===== src/rtl/csv_sfifo_fwft.sv =====
// csv_sfifo_fwft: synchronous first-word-fall-through FIFO. Storage is a
// single-clock 1R1W memory whose registered read port is the output stage.
// Ports: clk, resetn (async active-low); write side wdata/i_wreq/o_wready;
// read side rdata/o_rvalid/i_rreq; status o_count, o_full, o_empty,
// o_almost_full, o_almost_empty; errors i_err_clr, o_overflow, o_underflow.
// Optional feature macro: CSV_SFIFO_FWFT_ERR_EN enables the sticky error flags.
module csv_sfifo_fwft #(
   parameter int WIDTH      = 8,
   parameter int DEPTH      = 32,
   parameter int ADDR_WIDTH = $clog2(DEPTH),
   parameter int AFULL_TH   = DEPTH - 2,
   parameter int AEMPTY_TH  = 1
) (
   input  logic                  clk,
   input  logic                  resetn,
   input  logic [WIDTH-1:0]      wdata,
   input  logic                  i_wreq,
   output logic                  o_wready,
   output logic [WIDTH-1:0]      rdata,
   output logic                  o_rvalid,
   input  logic                  i_rreq,
   output logic [ADDR_WIDTH:0]   o_count,
   output logic                  o_full,
   output logic                  o_empty,
   output logic                  o_almost_full,
   output logic                  o_almost_empty,
   input  logic                  i_err_clr,
   output logic                  o_overflow,
   output logic                  o_underflow
);

   localparam int CW = ADDR_WIDTH + 1;
   localparam logic [CW-1:0] FULL_C = CW'(DEPTH);
   localparam logic [CW-1:0] AF_C   = CW'(AFULL_TH);
   localparam logic [CW-1:0] AE_C   = CW'(AEMPTY_TH);
   localparam logic [ADDR_WIDTH-1:0] LAST = ADDR_WIDTH'(DEPTH - 1);

   logic [WIDTH-1:0]      mem [DEPTH];
   logic [ADDR_WIDTH-1:0] wptr;
   logic [ADDR_WIDTH-1:0] rptr;
   logic [CW-1:0]         count;
   logic [CW-1:0]         unread;
   logic                  rvalid;
   logic [WIDTH-1:0]      rdata_q;
   logic                  push;
   logic                  pop;
   logic                  rd;

   assign o_full         = (count == FULL_C);
   assign o_empty        = (count == '0);
   assign o_almost_full  = (count >= AF_C);
   assign o_almost_empty = (count <= AE_C);
   assign o_wready       = ~o_full;
   assign o_count        = count;
   assign o_rvalid       = rvalid;
   assign rdata          = rdata_q;

   assign push = i_wreq & ~o_full;
   assign pop  = i_rreq & rvalid;

   // Words still in memory: the output stage holds one of the counted
   // entries whenever rvalid is set.
   assign unread = count - CW'(rvalid);
   assign rd     = (unread != '0) & (~rvalid | pop);

   // Memory array is not reset; writes are blocked while reset is held.
   always_ff @(posedge clk) begin
      if (push && resetn)
         mem[wptr] <= wdata;
   end

   always_ff @(posedge clk or negedge resetn) begin
      if (!resetn) begin
         wptr    <= '0;
         rptr    <= '0;
         count   <= '0;
         rvalid  <= 1'b0;
         rdata_q <= '0;
      end else begin
         if (push)
            wptr <= (wptr == LAST) ? '0 : wptr + 1'b1;
         if (rd) begin
            rptr    <= (rptr == LAST) ? '0 : rptr + 1'b1;
            rdata_q <= mem[rptr];
            rvalid  <= 1'b1;
         end else if (pop) begin
            rvalid  <= 1'b0;
         end
         unique case ({push, pop})
            2'b10:   count <= count + 1'b1;
            2'b01:   count <= count - 1'b1;
            default: count <= count;
         endcase
      end
   end

`ifdef CSV_SFIFO_FWFT_ERR_EN
   logic ovf_q;
   logic unf_q;

   // Setting takes priority over a same-cycle clear.
   always_ff @(posedge clk or negedge resetn) begin
      if (!resetn) begin
         ovf_q <= 1'b0;
         unf_q <= 1'b0;
      end else begin
         if (i_wreq && o_full)
            ovf_q <= 1'b1;
         else if (i_err_clr)
            ovf_q <= 1'b0;
         if (i_rreq && !rvalid)
            unf_q <= 1'b1;
         else if (i_err_clr)
            unf_q <= 1'b0;
      end
   end

   assign o_overflow  = ovf_q;
   assign o_underflow = unf_q;
`else
   logic unused_err_clr;
   assign unused_err_clr = i_err_clr;
   assign o_overflow     = 1'b0;
   assign o_underflow    = 1'b0;
`endif

endmodule


===== config.mk =====
export PLATFORM = sky130hd
export DESIGN_NAME = csv_sfifo_fwft
export DESIGN_NICKNAME = d
export VERILOG_FILES = /design/src/rtl/csv_sfifo_fwft.sv
export SDC_FILE = /design/constraint.sdc
export NUM_CORES = 1
export LEC_CHECK = 0
export ABC_CLOCK_PERIOD_IN_PS = 3800
export BUFFER_PORTS_ARGS = -buffer_cell sky130_fd_sc_hd__buf_2
export CORE_ASPECT_RATIO = 0.5
export CORE_UTILIZATION = 50
export DETAILED_ROUTE_END_ITERATION = 12
export PLACE_DENSITY = 0.66
export SLEW_MARGIN = 15
export SYNTH_ARGS = -nofsm -noshare
export SYNTH_HDL_FRONTEND = slang
export SYNTH_SLANG_ARGS = --single-unit

===== constraint.sdc =====
create_clock -name clk -period 3.8 [get_ports clk]
set_input_delay 0.19 -clock clk [delete_from_list [all_inputs] [get_ports clk]]
set_output_delay 0.19 -clock clk [all_outputs]
set_load 0.005 [all_outputs]

==> results.txt, run 1 <==
* Outcome: finished, final reports clean
- VDD sags by at most 0.3923 mV.
* Overall global routing resource usage: a little over a fifth
- Number of buffer cells added on primary ports: 31
- Most used flip-flop cell after synthesis: sky130_fd_sc_hd__edfxtp_1
- Number of endpoints with negative hold slack in the final report: 0
- Together, buffers and inverters on the worst path number 1.
- Met3 WL post-DR: roughly 1400 microns
- The clock period could shrink to roughly 3.1 ns.
- Wire length of the first global-routing pass: roughly 36,000 microns
- The post-route netlist has 25.82% of its cells at a drive strength greater than 1.
- The first TritonRoute pass finished after 6 iterations.
* Nets: between 700 and 800
- Yosys warnings: 0
- For this configuration, the core starts out at a cell density of a little over half.
* Max Clock Skew: 0.03029 ns
* DRT iter0 DRCs: 706
* Setup tns final: 0 ns
- For the worst-skew pair, the clock arrives at the later sink with an insertion delay of between 0.5 and 0.6 ns.
* Gate family responsible for the most delay along the worst path: simple AND/OR/NAND/NOR gates
- Compared with the post-synthesis result, the final layout area differs by 11.21%.
- Number of clock sinks: ~280
- Number of standard cells after synthesis: 624
* Path category of the worst min-delay check: input pin to flop
* Post-Synthesis Cell Area: between 10,000 and 15,000 sq um
- The signal on the critical path passes through inv_1, ha_1, or3b_1, o21ai_4, ha_1, or4b_1, nor3_1, a31oi_1, nor3_2, xor2_1.
* R2r startpoint: o_count[1]
- Clock tree buffer depth: 3
- By startpoint and endpoint, the worst setup path is classified as flop to flop.
- Pin placement for this block handled 35 I/O pins.
- Worst-path cell with the longest stage delay: sky130_fd_sc_hd__dfrtp_1
- Detailed placer's ending HPWL: approximately 15,000 microns
* Number of max-slew violations in the final report: 0
- Commonest cells post-synth: sky130_fd_sc_hd__edfxtp_1, sky130_fd_sc_hd__nor2_1, sky130_fd_sc_hd__mux4_2
* Util after Layout: around 58%
- Number of distinct library cell variants in the gate-level netlist after synthesis: 54
- Number of flops mapped to enable cells by yosys: roughly 260
- Vias in the first global route: around 5.8k
* Leakage power figure: roughly 0.0044 uW
* Average wire per standard cell: 24.14 microns
- CTS placed an instance of sky130_fd_sc_hd__clkbuf_16 at the clock tree root.
- Post-CTS setup buffers: 0
* Library cell with the highest instance count after synthesis: sky130_fd_sc_hd__edfxtp_1
- Entering global routing, the biggest net connects 45 pins.
* Crit-path max cell delay: around 0.51 ns
* Number of max-capacitance violations reported: 0
- Synth area leader: sky130_fd_sc_hd__edfxtp_1
- Counting flops with an async set or reset pin after synthesis yields a share of 8.897%.
* Number of rows in the core area: 38
- Clock-pin slew on the worst setup and hold paths: approximately 0.070 ns
* Slew HR: ~34%
* Launch instance of the worst min-delay path: i_wreq
- 0 antenna diodes ended up in the layout.
* DRC violation count after routing: 0
- The highest metal layer carrying signal wires in the routed design is met4.
* Maximum fanout encountered on the critical timing path: 10
- Maximum clock frequency: between 300 and 400 MHz
* Worst Path Required: around 4.3 ns
- For the worst setup path, the data arrival time is roughly 3.6 ns.
- Share of the cycle needed by the critical path after routing: around 83%
- Sequential cells were found to cover 71.77% of the synthesized design area.
- The number of clock buffers added by TritonCTS is 25.
- In the detailed route, the total length drawn on met2 is 11,050 microns.
- Critical path origin: o_count[1]
- TritonCTS built the clock tree.
- Summed over all layers, the global routing overflow is 0.
- Averaged over all synthesized cells, the footprint is 18.56 sq um.
- Power spread over the standard cell area amounts to 694.0 nW/um^2.
- Kind of launch point of the worst setup path: flop
- STA classifies the critical path endpoint as a flop.
- Total number of H-tree levels: 1
* Post-layout total power: about 8900 uW
* Die ar.: 23,810 sq um
- By instance count, the cell type seen most on the critical path is sky130_fd_sc_hd__ha_1.
- Via Count: 5,914
- Summed over all layers, the routed wires come to about 24,000 microns.
* Area of the core: about 22,000 sq um
- Antenna violations before repair: 0
- Synthesis inferred 281 register bits.
* # setup viols final: 0
- At the pin with the least slew margin, the transition time is between 0.9 and 1 ns.
- Largest cells by area after synthesis: sky130_fd_sc_hd__edfxtp_1, sky130_fd_sc_hd__mux4_2, sky130_fd_sc_hd__dfrtp_1, sky130_fd_sc_hd__mux2i_1, sky130_fd_sc_hd__nor2_1
- The top cell type by area accounts for between 60 and 70% of the synthesized area.
- In the final routing, the length of wire on met1 measures 11,100 microns.
- At the end of routability-driven placement, the weighted congestion stood at 0.8606.
- Dividing the detail-routed via count by the number of cells gives 5.932.
* Die height: between 100 and 150 microns
* RSZ-0062 raised after global routing: false
- The detail route stage leaves a number of antenna-violating nets equal to 0.
- From left edge to right edge, the die measures between 200 and 250 microns.
==> area by class of cell <==
cell class                      instances  area [sq um]
Sequential cell                       281          8318
Timing Repair Buffer                   62         402.9
Fill cell                            1640          9323
Multi-Input combinational cell        300          2952
Inverter                                8         30.03
Clock buffer                           30         654.4
Clock inverter                         16         148.9
Tap cell                              300         375.4
==> state kept, by name, summed over array words and instances, names as in the netlist <==
register,cells
mem,256
o_count,6
o_rvalid,1
rdata,8
rptr,5
wptr,5
==> worst register-to-register path, delay by kind of cell (launching register included) <==
family	cells	cell delay (ns)
simple gates	4	1.27
xor+xnor	1	0.16
buf+inv	1	0.14
fa+ha+maj	2	0.58
compound gates	2	0.43
flops	1	0.51
==> per-stage QoR <==
| stage | setup slack [ns] | hold WS (ns) | cells | instance area, sq um |
|---|---|---|---|---|
| after floorplan | 1.020 | -0.1056 | 625 | 11590 |
| after global placement | 0.6961 | 0.2993 | 950 | 12070 |
| after detailed placement | 0.6841 | 0.3036 | 950 | 12070 |
| after CTS | 0.6537 | 0.04155 | 997 | 12880 |
| after global routing | 0.4471 | 0.09595 | 997 | 12880 |
| final | 0.6555 | 0.05687 | 997 | 12880 |
==> metal layers <==
metal  vias up  GRT usage, %
met5         -             0
met4         0         5.181
met3        43         2.905
met2       178         32.79
met1      3084         31.91
li1       2609             -
==> worst paths after layout <==
kind	to	slack [ns]	cells past startpoint
worst max-delay path	o_count[5]	0.66	10
worst min-delay path	wptr[3]	0.06	4
worst max register to register	o_count[5]	0.66	10
worst min register to register	wptr[1]	0.61	1
max in group asynchronous	rptr[0]	3.18	3
min in group asynchronous	rdata[4]	0.30	3
==> timing repair <==
action,4_1_cts,5_1_grt
hold buffers,1,0
endpoints found under the hold margin,25,0
gates resized for setup,0,0
==> power by group <==
part	leakage [uW]	internal, uW	switching [uW]
clock network	0.000392	1380	1130
logic	0.00137	1150	1330
registers	0.00259	3580	369
==> logic make-up (layout without fill, tap and decap cells) <==
family | count (synthesis) | after routing | synth area share (%)
AO/OA/AOI/OAI | 67 | 67 | 4.634
XOR/XNOR | 7 | 7 | 0.5293
adder cells (fa/ha/maj) | 13 | 13 | 1.404
buffers and inverters | 44 | 116 | 2.830
flip-flops | 281 | 281 | 71.77
multiplexers | 96 | 96 | 13.77
other | 1 | 2 | 0.03238
AND/OR/NAND/NOR | 115 | 115 | 5.023
==> layout by cell type (no fill, tap or decap), types with 4 or more instances in the layout <==
cell                        Yosys  routed
sky130_fd_sc_hd__a311oi_1       5       5
sky130_fd_sc_hd__mux4_2        50      50
sky130_fd_sc_hd__and3_1         8       8
sky130_fd_sc_hd__inv_1          8       8
sky130_fd_sc_hd__clkbuf_16      0      25
sky130_fd_sc_hd__ha_1          13      13
sky130_fd_sc_hd__buf_2         14      31
sky130_fd_sc_hd__o21ai_0       14      14
sky130_fd_sc_hd__o22ai_1       10      10
sky130_fd_sc_hd__clkinv_2       0       6
sky130_fd_sc_hd__nand3_1        4       4
sky130_fd_sc_hd__mux2i_1       39      39
sky130_fd_sc_hd__clkbuf_1       6       4
sky130_fd_sc_hd__xor2_1         4       4
sky130_fd_sc_hd__mux2_2         7       7
sky130_fd_sc_hd__buf_4          3      29
sky130_fd_sc_hd__a221oi_2      10      10
sky130_fd_sc_hd__nand2_1       17      17
sky130_fd_sc_hd__dfrtp_1       25      23
sky130_fd_sc_hd__a21oi_1        6       6
sky130_fd_sc_hd__a22oi_1        6       6
sky130_fd_sc_hd__nor3_1         7       7
sky130_fd_sc_hd__nor2_1        51      51
sky130_fd_sc_hd__edfxtp_1     256     256
sky130_fd_sc_hd__clkinv_1       0       4
No activity file was read; power rests on OpenSTA's default activity.
==> run 2: changes to the inputs <==
Settings changed: ABC_AREA set to 1, ABC_CLOCK_PERIOD_IN_PS 3800 to 3250.
Clock period 3.8 ns to 3.25 ns, I/O delays scaled along.
==> results.txt, run 2 <==
- The maximum level of the CTS H-tree was 1 (unchanged).
* Post-Synthesis Cell Area: 12,200 sq um (was 11,580 sq um)
- The register clock-pin slew on the reported worst setup and hold paths was 0.06 ns (was 0.07 ns).
* Share of the synthesized area in compound gates (AO/OA/AOI/OAI): 2.360% (was 4.634%)
- Diode count: 0 (unchanged)
- The number of hold-repair buffers added at the cts stage is 3 (was 1).
- RSZ-0062 raised after global routing: false (unchanged).
- The largest family of logic cells by synthesized area is simple AND/OR/NAND/NOR gates (was multiplexers).
- Die ar.: 25,060 sq um (was 23,810 sq um)
- Register-to-register setup slack: 0.49 ns (was 0.66 ns)
- The detailed router's first-iteration violation count is 817 (was 706).
- Detail-routed via count per cell: 5.286 (was 5.932)
* Die X: 222.9 microns (was 217.2 microns)
- Net switching fraction of the power: 36.47% (was 31.65%)
- Most used cells in the layout excluding fill and tap cells: sky130_fd_sc_hd__nand2_1, sky130_fd_sc_hd__edfxtp_1, sky130_fd_sc_hd__nor2_1, sky130_fd_sc_hd__nand3_1, sky130_fd_sc_hd__inv_1 (was sky130_fd_sc_hd__edfxtp_1, sky130_fd_sc_hd__nor2_1, sky130_fd_sc_hd__mux4_2, sky130_fd_sc_hd__mux2i_1, sky130_fd_sc_hd__buf_2).
- The flip-flop cell with the highest count after synthesis is sky130_fd_sc_hd__edfxtp_1 (unchanged).
- The number of enable flip-flop cells after synthesis came to 256 (unchanged).
* Die height: 112.4 microns (was 109.6 microns)
- DRC violation count after routing: 0 (unchanged)
- Clock buffers created by TritonCTS: 25 (unchanged)
* Layout fillers: 1,960 (was 1,640)
- The global-route congestion overflow total came to 0 (unchanged).
* PwrDens: 813.5 nW/um^2 (was 694.0 nW/um^2)
- # setup viols final: 0 (unchanged)
- Util after Layout: 57.12% (was 58.01%)
- The fraction of layout instances using a drive strength above 1 came to 8.870% (was 25.82%).
- Share of power burned in combinational logic: 32.2% (was 27.8%)
- The cell with the most instances after synthesis is sky130_fd_sc_hd__nand2_1 (was sky130_fd_sc_hd__edfxtp_1).
- Number of distinct library cell variants in the gate-level netlist after synthesis: 30 (was 54)
- Wire length of the first global-routing pass: 43,260 microns (was 36,360 microns)
* Clock tree from TritonCTS: yes (unchanged)
* Number of max-slew violations in the final report: 0 (unchanged)
* Slew HR: 47.55% (was 33.95%)
- The count of maximum capacitance violations came to 0 (unchanged).
- The share of synthesized cell area in full adder, half adder and majority cells is 1.334% (was 1.404%).
* Proportion of synthesized area in mux cells: 0% (was 13.77%)
- The peak per-stage delay on the critical path was 0.61 ns (was 0.51 ns).
- Number of search-and-repair iterations in the first detailed-routing pass: 5 (was 6)
- The clock latency of the later-clocked register in the worst-skew pair was 0.52 ns (was 0.55 ns).
- Cell Chain, Critical Path: inv_1, ha_1, inv_1, nor3_2, nand3_2, nand2_2, inv_2, nand2_1, inv_2, nand2_2, nor2_1 (was inv_1, ha_1, or3b_1, o21ai_4, ha_1, or4b_1, nor3_1, a31oi_1, nor3_2, xor2_1).
- Vias in the first global route: 7,775 (was 5,829)
* Post_cts resized: 0 (unchanged)
- Largest cells by area after synthesis: sky130_fd_sc_hd__edfxtp_1, sky130_fd_sc_hd__nand2_1, sky130_fd_sc_hd__dfrtp_1, sky130_fd_sc_hd__nor2_1, sky130_fd_sc_hd__nand3_1 (was sky130_fd_sc_hd__edfxtp_1, sky130_fd_sc_hd__mux4_2, sky130_fd_sc_hd__dfrtp_1, sky130_fd_sc_hd__mux2i_1, sky130_fd_sc_hd__nor2_1).
- The number of clock sinks seen by CTS came to 281 (unchanged).
* Outcome: finished, final reports clean (unchanged)
- The half-perimeter wire length of the detailed placement result is 16,790 microns (was 14,850 microns).
- The number of top-level design ports is 35 (unchanged).
- The cell taking the most area after synthesis is sky130_fd_sc_hd__edfxtp_1 (unchanged).
* Number of rows in the core area: 39 (was 38)
- Nets: 1,203 (was 704)
- Maximum clock frequency: 362.9 MHz (was 318.0 MHz)
- Part of the Yosys area used for sequential elements: 68.16% (was 71.77%)
* Cell at the root of the clock tree: sky130_fd_sc_hd__clkbuf_16 (unchanged)
- Worst setup EP type: flop (unchanged)
- Leakage power figure: 0.005250 uW (was 0.004352 uW)
* Post-synthesis xor/xnor area fraction: 0.5745% (was 0.5293%)
* Number of endpoints with negative hold slack in the final report: 0 (unchanged)
- Power share of the sequential group: 40.5% (was 44.2%)
* Yosys warnings: 0 (unchanged)
- The synthesized-area fraction occupied by and/or/nand/nor cells came to 22.22% (was 5.023%).
- Share of Yosys cell area claimed by the top area cell type: 63.03% (was 66.37%)
- The signal arrival time at the worst endpoint came to 2.90 ns (was 3.59 ns).
- The routed wire length came to 27,770 microns (was 24,070 microns).
- Commonest cells post-synth: sky130_fd_sc_hd__nand2_1, sky130_fd_sc_hd__edfxtp_1, sky130_fd_sc_hd__nor2_1 (was sky130_fd_sc_hd__edfxtp_1, sky130_fd_sc_hd__nor2_1, sky130_fd_sc_hd__mux4_2).
* Clock share of power: 27.3% (was 28.1%)
* Number of standard cells after synthesis: 1,154 (was 624)
* Overall global routing resource usage: 22.82% (was 21.13%)
* Clock tree buffer depth: 3 (unchanged)
- The maximum number of pins on one net before global-route repair is 154 (was 45).
- The most common cell after layout, fill and taps aside is sky130_fd_sc_hd__nand2_1 (was sky130_fd_sc_hd__edfxtp_1).
- The count of buffer and inverter cells on the critical path was 4 (was 1).
- The top cell family by delay on the critical path is simple AND/OR/NAND/NOR gates (unchanged).
- Min cycle time layout: 2.756 ns (was 3.145 ns)
- Via Count: 7,939 (was 5,914)
* Area delta synth->final: 9.480% (was 11.21%)
- Share of the cycle needed by the critical path after routing: 84.79% (was 82.75%)
* Area of the core: 23,370 sq um (was 22,200 sq um)
- Post-DRT Antenna Nets: 0 (unchanged)
- Starting density of the core: 52.18% (was 52.16%)
- The number of flip-flops in the largest register came to 256 (unchanged).
* Type of the worst setup path: flop to flop (unchanged)
- Max Clock Skew: 0.01008 ns (was 0.03029 ns)
- The startpoint type of the worst setup path is a flop (unchanged).
- The register with the most flip-flops is mem (unchanged).
* Global placement routability congestion: 0.8779 (was 0.8606)
- The internal power contribution came to 6900 uW (was 6110 uW).
- The synthesized flop and latch total was 281 (unchanged).
- The largest fanout on the critical path came to 11 (was 10).
- The post-CTS setup-driven buffer insertion count is 0 (unchanged).
- Slew at the pin closest to its max-slew limit: 0.7867 ns (was 0.9863 ns)
* IR Drop Worst-Case VDD: 0.5413 mV (was 0.3923 mV)
- Antenna violations before repair: 0 (unchanged)
* Net switching power figure: 3961 uW (was 2829 uW)
- The highest-delay cell along the critical path was sky130_fd_sc_hd__nor2_1 (was sky130_fd_sc_hd__dfrtp_1).
* Fraction of synthesis flops using an asynchronous set or reset pin: 8.897% (unchanged)
* Number of buffer cells added on primary ports: 31 (unchanged)
- The total negative setup slack came to 0 ns (unchanged).
- Worst Path Required: 3.40 ns (was 4.25 ns)
* Post-Syn Area per Cell: 10.57 sq um (was 18.56 sq um)
- Path category of the worst min-delay check: input pin to flop (unchanged)
- The average routed wire per standard cell was 18.49 microns (was 24.14 microns).
[run 2: cell count changes in the layout (fill, tap and decap cells not counted), moves of 39 or more]
cell / previous run / this run
sky130_fd_sc_hd__nand2_1: 17 / 381
sky130_fd_sc_hd__nor2_1: 51 / 165
sky130_fd_sc_hd__nand3_1: 4 / 108
sky130_fd_sc_hd__inv_1: 8 / 64
sky130_fd_sc_hd__mux4_2: 50 / 0
sky130_fd_sc_hd__mux2i_1: 39 / 0
[run 2: worst min-delay path, cell delays in order]
cell,delay (ns)
sky130_fd_sc_hd__buf_2,0.08
sky130_fd_sc_hd__nand2_2,0.10
sky130_fd_sc_hd__a21oi_1,0.14
sky130_fd_sc_hd__a21oi_1,0.05
[run 2: power groups by stage]
stage                     logic, uW  registers (uW)  clock network [uW]
after floorplan                2600            4410                   0
after global placement         3440            4460                   0
after detailed placement       3480            4470                   0
after CTS                      3510            4400                3000
after global routing           3950            4420                3140
final                          3500            4400                2960
[run 2: layer usage]
layer	track usage (%)	vias up	wire length (microns)
met1	34.04	3769	12780
met2	35.13	269	12260
met3	4.110	41	2246
li1	-	3860	-
met5	0	-	0
met4	5.057	0	480
[run 2: kinds of logic (layout without fill, tap and decap cells)]
kind of cell,after synthesis,in the layout
AO/OA/AOI/OAI,55,55
buffers and inverters,126,166
other,1,2
AND/OR/NAND/NOR,670,670
XOR/XNOR,8,8
adder cells (fa/ha/maj),13,13
flip-flops,281,281
[run 2: cell type report]
cell class	instances	area [sq um]	area share (%)
timing repair buffer	48	315.3	2.362
tap	307	384.1	2.877
clock buffer	35	713.2	5.342
sequential	281	8317	62.29
inverter	73	279.0	2.090
clock inverter	10	105.1	0.7872
multi-input combinational	748	3238	24.25
[run 2: per-stage QoR]
stage / std cells / setup WS [ns] / area [sq um] / hold slack (ns) / total power (uW)
6_report: 1502 / 0.4943 / 13350 / 0.06009 / 10860
5_1_grt: 1502 / 0.2535 / 13350 / 0.1328 / 11520
4_1_cts: 1502 / 0.5085 / 13350 / 0.03800 / 10910
3_5_place_dp: 1454 / 0.5260 / 12500 / 0.003070 / 7957
3_3_place_gp: 1454 / 0.5986 / 12500 / 0.005453 / 7903
2_1_floorplan: 1155 / 1.080 / 12200 / -0.1331 / 7007
[run 2: worst paths after layout]
path | startpoint | end | cells after the start
setup reg to reg | o_count[0] | mem[4][0] | 11
setup / recovery | o_count[0] | mem[4][0] | 11
max in group asynchronous | resetn | wptr[0] | 3
hold / removal | i_wreq | wptr[2] | 4
min in group asynchronous | resetn | rdata[3] | 3
hold reg to reg | rdata[4] | rdata[4] | 2
